**config.mk**
```make
export PLATFORM = sky130hd
export DESIGN_NAME = bus_timer
export DESIGN_NICKNAME = d
export VERILOG_FILES = /design/src/rtl/bus_timer.sv
export SDC_FILE = /design/constraint.sdc
export NUM_CORES = 1
export LEC_CHECK = 0
export BUFFER_PORTS_ARGS = -buffer_cell sky130_fd_sc_hd__buf_2
export CORE_MARGIN = 1.5
export CORE_UTILIZATION = 35
export CTS_CLUSTER_DIAMETER = 60
export DETAILED_ROUTE_END_ITERATION = 8
export GPL_ROUTABILITY_DRIVEN = 0
export PLACE_DENSITY_LB_ADDON = 0.3
export SLEW_MARGIN = 20
export SYNTH_ARGS = -nofsm -noshare
export SYNTH_HDL_FRONTEND = slang
export SYNTH_SLANG_ARGS = --single-unit
```
**constraint.sdc**
```tcl
create_clock -name clk -period 2.72 [get_ports clk]
set_input_delay 0 -clock clk [delete_from_list [all_inputs] [get_ports clk]]
set_output_delay 0 -clock clk [all_outputs]
set_load 0.02 [all_outputs]
```
**src/rtl/bus_timer.sv**
```systemverilog
// bus_timer: memory-mapped countdown timer with one-shot/periodic modes and maskable interrupt
module bus_timer #(
    parameter logic [31:0] RESET_PRESET = 32'd0
) (
    input  logic        clk,
    input  logic        reset,
    input  logic        sel,
    input  logic [1:0]  addr,
    input  logic        we,
    input  logic [3:0]  be,
    input  logic [31:0] wd,
    output logic [31:0] rd,
    output logic        irq
);
    typedef enum logic [1:0] {IDLE, LOAD, CNT, INT} state_t;
    state_t state, state_nx;
    logic [3:0]  ctrl, ctrl_nx;
    logic [31:0] preset, preset_nx, count, count_nx;
    logic        flag, flag_nx;
    logic        wr, ctrl_wr, en, periodic;
    assign wr       = sel & we;
    assign ctrl_wr  = wr & (addr == 2'd0) & (|be);
    assign en       = ctrl[0];
    assign periodic = ctrl[2:1] == 2'b01;
    assign irq      = flag & ctrl[3];
    assign rd = addr == 2'd0 ? {28'd0, ctrl} :
                addr == 2'd1 ? preset :
                addr == 2'd2 ? count : 32'd0;
    always_ff @(posedge clk) begin
        if (reset) begin
            state  <= IDLE;
            ctrl   <= 4'd0;
            preset <= RESET_PRESET;
            count  <= 32'd0;
            flag   <= 1'b0;
        end else begin
            state  <= state_nx;
            ctrl   <= ctrl_nx;
            preset <= preset_nx;
            count  <= count_nx;
            flag   <= flag_nx;
        end
    end
    always_comb begin
        state_nx  = state;
        ctrl_nx   = ctrl;
        preset_nx = preset;
        count_nx  = count;
        flag_nx   = ctrl_wr ? 1'b0 : flag;
        for (int i = 0; i < 4; i++)
            if (wr && addr == 2'd1 && be[i]) preset_nx[8*i +: 8] = wd[8*i +: 8];
        case (state)
            IDLE: state_nx = en ? LOAD : IDLE;
            LOAD: begin
                count_nx = preset;
                state_nx = CNT;
            end
            CNT: begin
                if (!en) state_nx = IDLE;
                else if (count > 32'd1) count_nx = count - 32'd1;
                else begin
                    count_nx = 32'd0;
                    flag_nx  = 1'b1;
                    state_nx = INT;
                end
            end
            default: begin
                state_nx = IDLE;
                if (periodic) flag_nx = 1'b0;
                else ctrl_nx[0] = 1'b0;
            end
        endcase
        // the CPU's CTRL write lands last so it overrides the one-shot EN clear
        if (wr && addr == 2'd0 && be[0]) ctrl_nx = wd[3:0];
    end
endmodule

```
==> impl_metrics.toml <==
[sta]
fmax_ghz = 0.389
final_max_slew_viol_count = 0
relSlewSlack_pct = 40.1
rsz0062_at_grt = "no"
hold_viol = 0
fin_tns_setup_ns = 0
setup_viol = 0
hold-worst-slack_ns = 0.0218
period_minus_slack_ns = 2.57
period_share_pct = 94.5
worst_pin_slew_ns = 0.898
skew_ns = 0.00736

[cts]
clock_latency_ns = 0.34
htree_num_levels = 3
cts_made_buffers = 9
cts_tree = "yes"
postCtsSetupBuffers = 0
post_cts_resized = 0
clk_path_buf_depth = 2
cts_root_buf = "clkbuf_16"
cts.sinks = 71
clk_pin_slew_ns = 0.06

[critical_path]
crit_type = "flip-flop to flip-flop"
crit_fanout = 16
required_ns = 2.96
cp.arrival_ns = 2.81
start_kind = "flip-flop"
end_kind = "flip-flop"

[placement]
dpl.hpwl_um = 9550
dp_cells = 735
port_buffers = 74

[final_layout]
fin_cells = 783
final_net_count = 679
n_antenna_cell = 0
drive_gt1_share_pct = 20.2
syn_to_final_growth_pct = 28.0

[run]
maxCapViolations = 0

[yosys]
netlist.area_leader.share_pct = 34.3
syn_area_per_cell_um2 = 7.61
synthTopCellsByArea = "dfxtp_1 (34%), a21oi_1 (8.0%), nand2_1 (6.9%)"
synth_edf_count = 0
synth-seq-cells = 71
synthArstFlopShare_pct = 0
yosys-top-cells-count = "nand2_1 (76), dfxtp_1 (71), a21oi_1 (66)"
synth_cells = 544
syn_area_um2 = 4140
synth.most_common_cell = "nand2_1"
synth_top_area_cell = "dfxtp_1"
ys.flop_type = "dfxtp_1"
synth_cell_types = 58
ys_seq_area_share_pct = 34.3
syn_nets = 588
yosys_warnings = 0

[routing]
wl_um = 13700
vias = 4626
route.detailed.drc = 0
vias_per_cell = 5.91
drt_first_pass_iters = 5
post_drt_wl_per_cell_um = 17.5
ant_nets = 0
drt_iter0_drc = 418

[global_routing]
antenna_found_initial = 0
track_usage_pct = 21.9
grt_max_degree = 39
grt_pass1_vias = 4245
overflow = 0
grt_pass1_wl_um = 22100

[hold_path]
hold_path_class = "input pin to flip-flop"

[power]
p_leak_nw = 2.07
powerDensity_nw_per_um2 = 499
ir_drop_mv = 0.298

[floorplan]
dieHeight_um = 112
ios = 75
start_util_pct = 36.1
die_w_um = 112
dieArea_um2 = 12500
rows = 39
coreArea_um2 = 11500

[run_status]
status = "finished clean"
==> through the flow <==
step	setup WS, ns	total power, mW	cell area [um^2]	utilization [%]
after CTS	0.0731	2.66	5300	46.2
after floorplan	0.697	1.23	4140	-
after detailed placement	0.137	1.32	4650	40.6
after global routing	0.0236	2.75	5300	46.2
final	0.150	2.65	5300	46.2
after global placement	0.240	1.31	4650	40.6
==> state kept, by name (all words and copies together), names as in the netlist <==
signal / cells
count: 32
preset: 32
ctrl: 4
state: 2
flag: 1
==> logic make-up (layout without fill, tap and decap cells) <==
| group | after synthesis | count (layout) | share of synthesized area (%) |
|---|---|---|---|
| xor+xnor | 1 | 1 | 0.212 |
| flops | 71 | 71 | 34.3 |
| simple gates | 209 | 209 | 27.0 |
| mux | 5 | 5 | 1.21 |
| compound gates | 196 | 196 | 30.4 |
| buf+inv | 60 | 156 | 6.31 |
| fa+ha+maj | 2 | 2 | 0.604 |
==> cell type report <==
cell class                      instances  area (um^2)
Clock inverter                          6         91.3
Fill cell                            1117         6170
Clock buffer                           10          239
Inverter                               15         56.3
Sequential cell                        71         1420
Timing Repair Buffer                  125          833
Multi-Input combinational cell        413         2480
Tap cell                              143          179
==> worst paths after layout <==
kind | from | endpoint | slack [ns] | cells after the start
setup reg to reg | count[0] | count[14] | 0.15 | 8
hold / removal | be[2] | preset[22] | 0.02 | 3
hold reg to reg | ctrl[3] | ctrl[3] | 0.47 | 2
setup / recovery | count[0] | count[14] | 0.15 | 8
==> per-layer routing <==
layer	up-vias	GRT usage [%]	routed length, um
met1	2195	31.0	6460
li1	2198	-	-
met4	0	8.61	364
met2	201	32.8	6060
met5	-	0	0
met3	32	4.25	860
==> placed cells by master, fill, tap and decap left out, types with 4 or more instances in the layout <==
cell,instances
nand2_1,76
buf_2,74
dfxtp_1,71
a21oi_1,66
nand3_1,51
o21ai_0,50
dlygate4sd3_1,32
a22o_1,29
buf_4,19
nor2_1,17
inv_1,15
a211oi_1,14
clkbuf_16,9
nor4_1,8
a221oi_1,8
nand4_1,7
nor3_1,7
mux2i_1,5
or3_1,5
o31ai_1,5
or4_1,4
nand4b_1,4
==> power by group <==
| part | switching (mW) | internal [mW] | total (mW) |
|---|---|---|---|
| registers | 0.0143 | 1.05 | 1.06 |
| logic | 0.159 | 0.111 | 0.270 |
| clock network | 0.477 | 0.834 | 1.31 |
==> repair_timing <==
action / in CTS / in global routing
hold buffers: 32 / 0
endpoints found under the setup margin: 0 / 6
endpoints found under the hold margin: 36 / 0
==> worst max-delay path, stage by stage, from the launching register on <==
cell	delay, ns
dfxtp_1	0.40
inv_1	0.09
ha_1	0.25
o21bai_1	0.23
nor3_2	0.12
a311oi_4	0.74
buf_4	0.29
nand2_1	0.07
a221oi_1	0.27
Note: power is estimated with default switching activity, not from simulation.
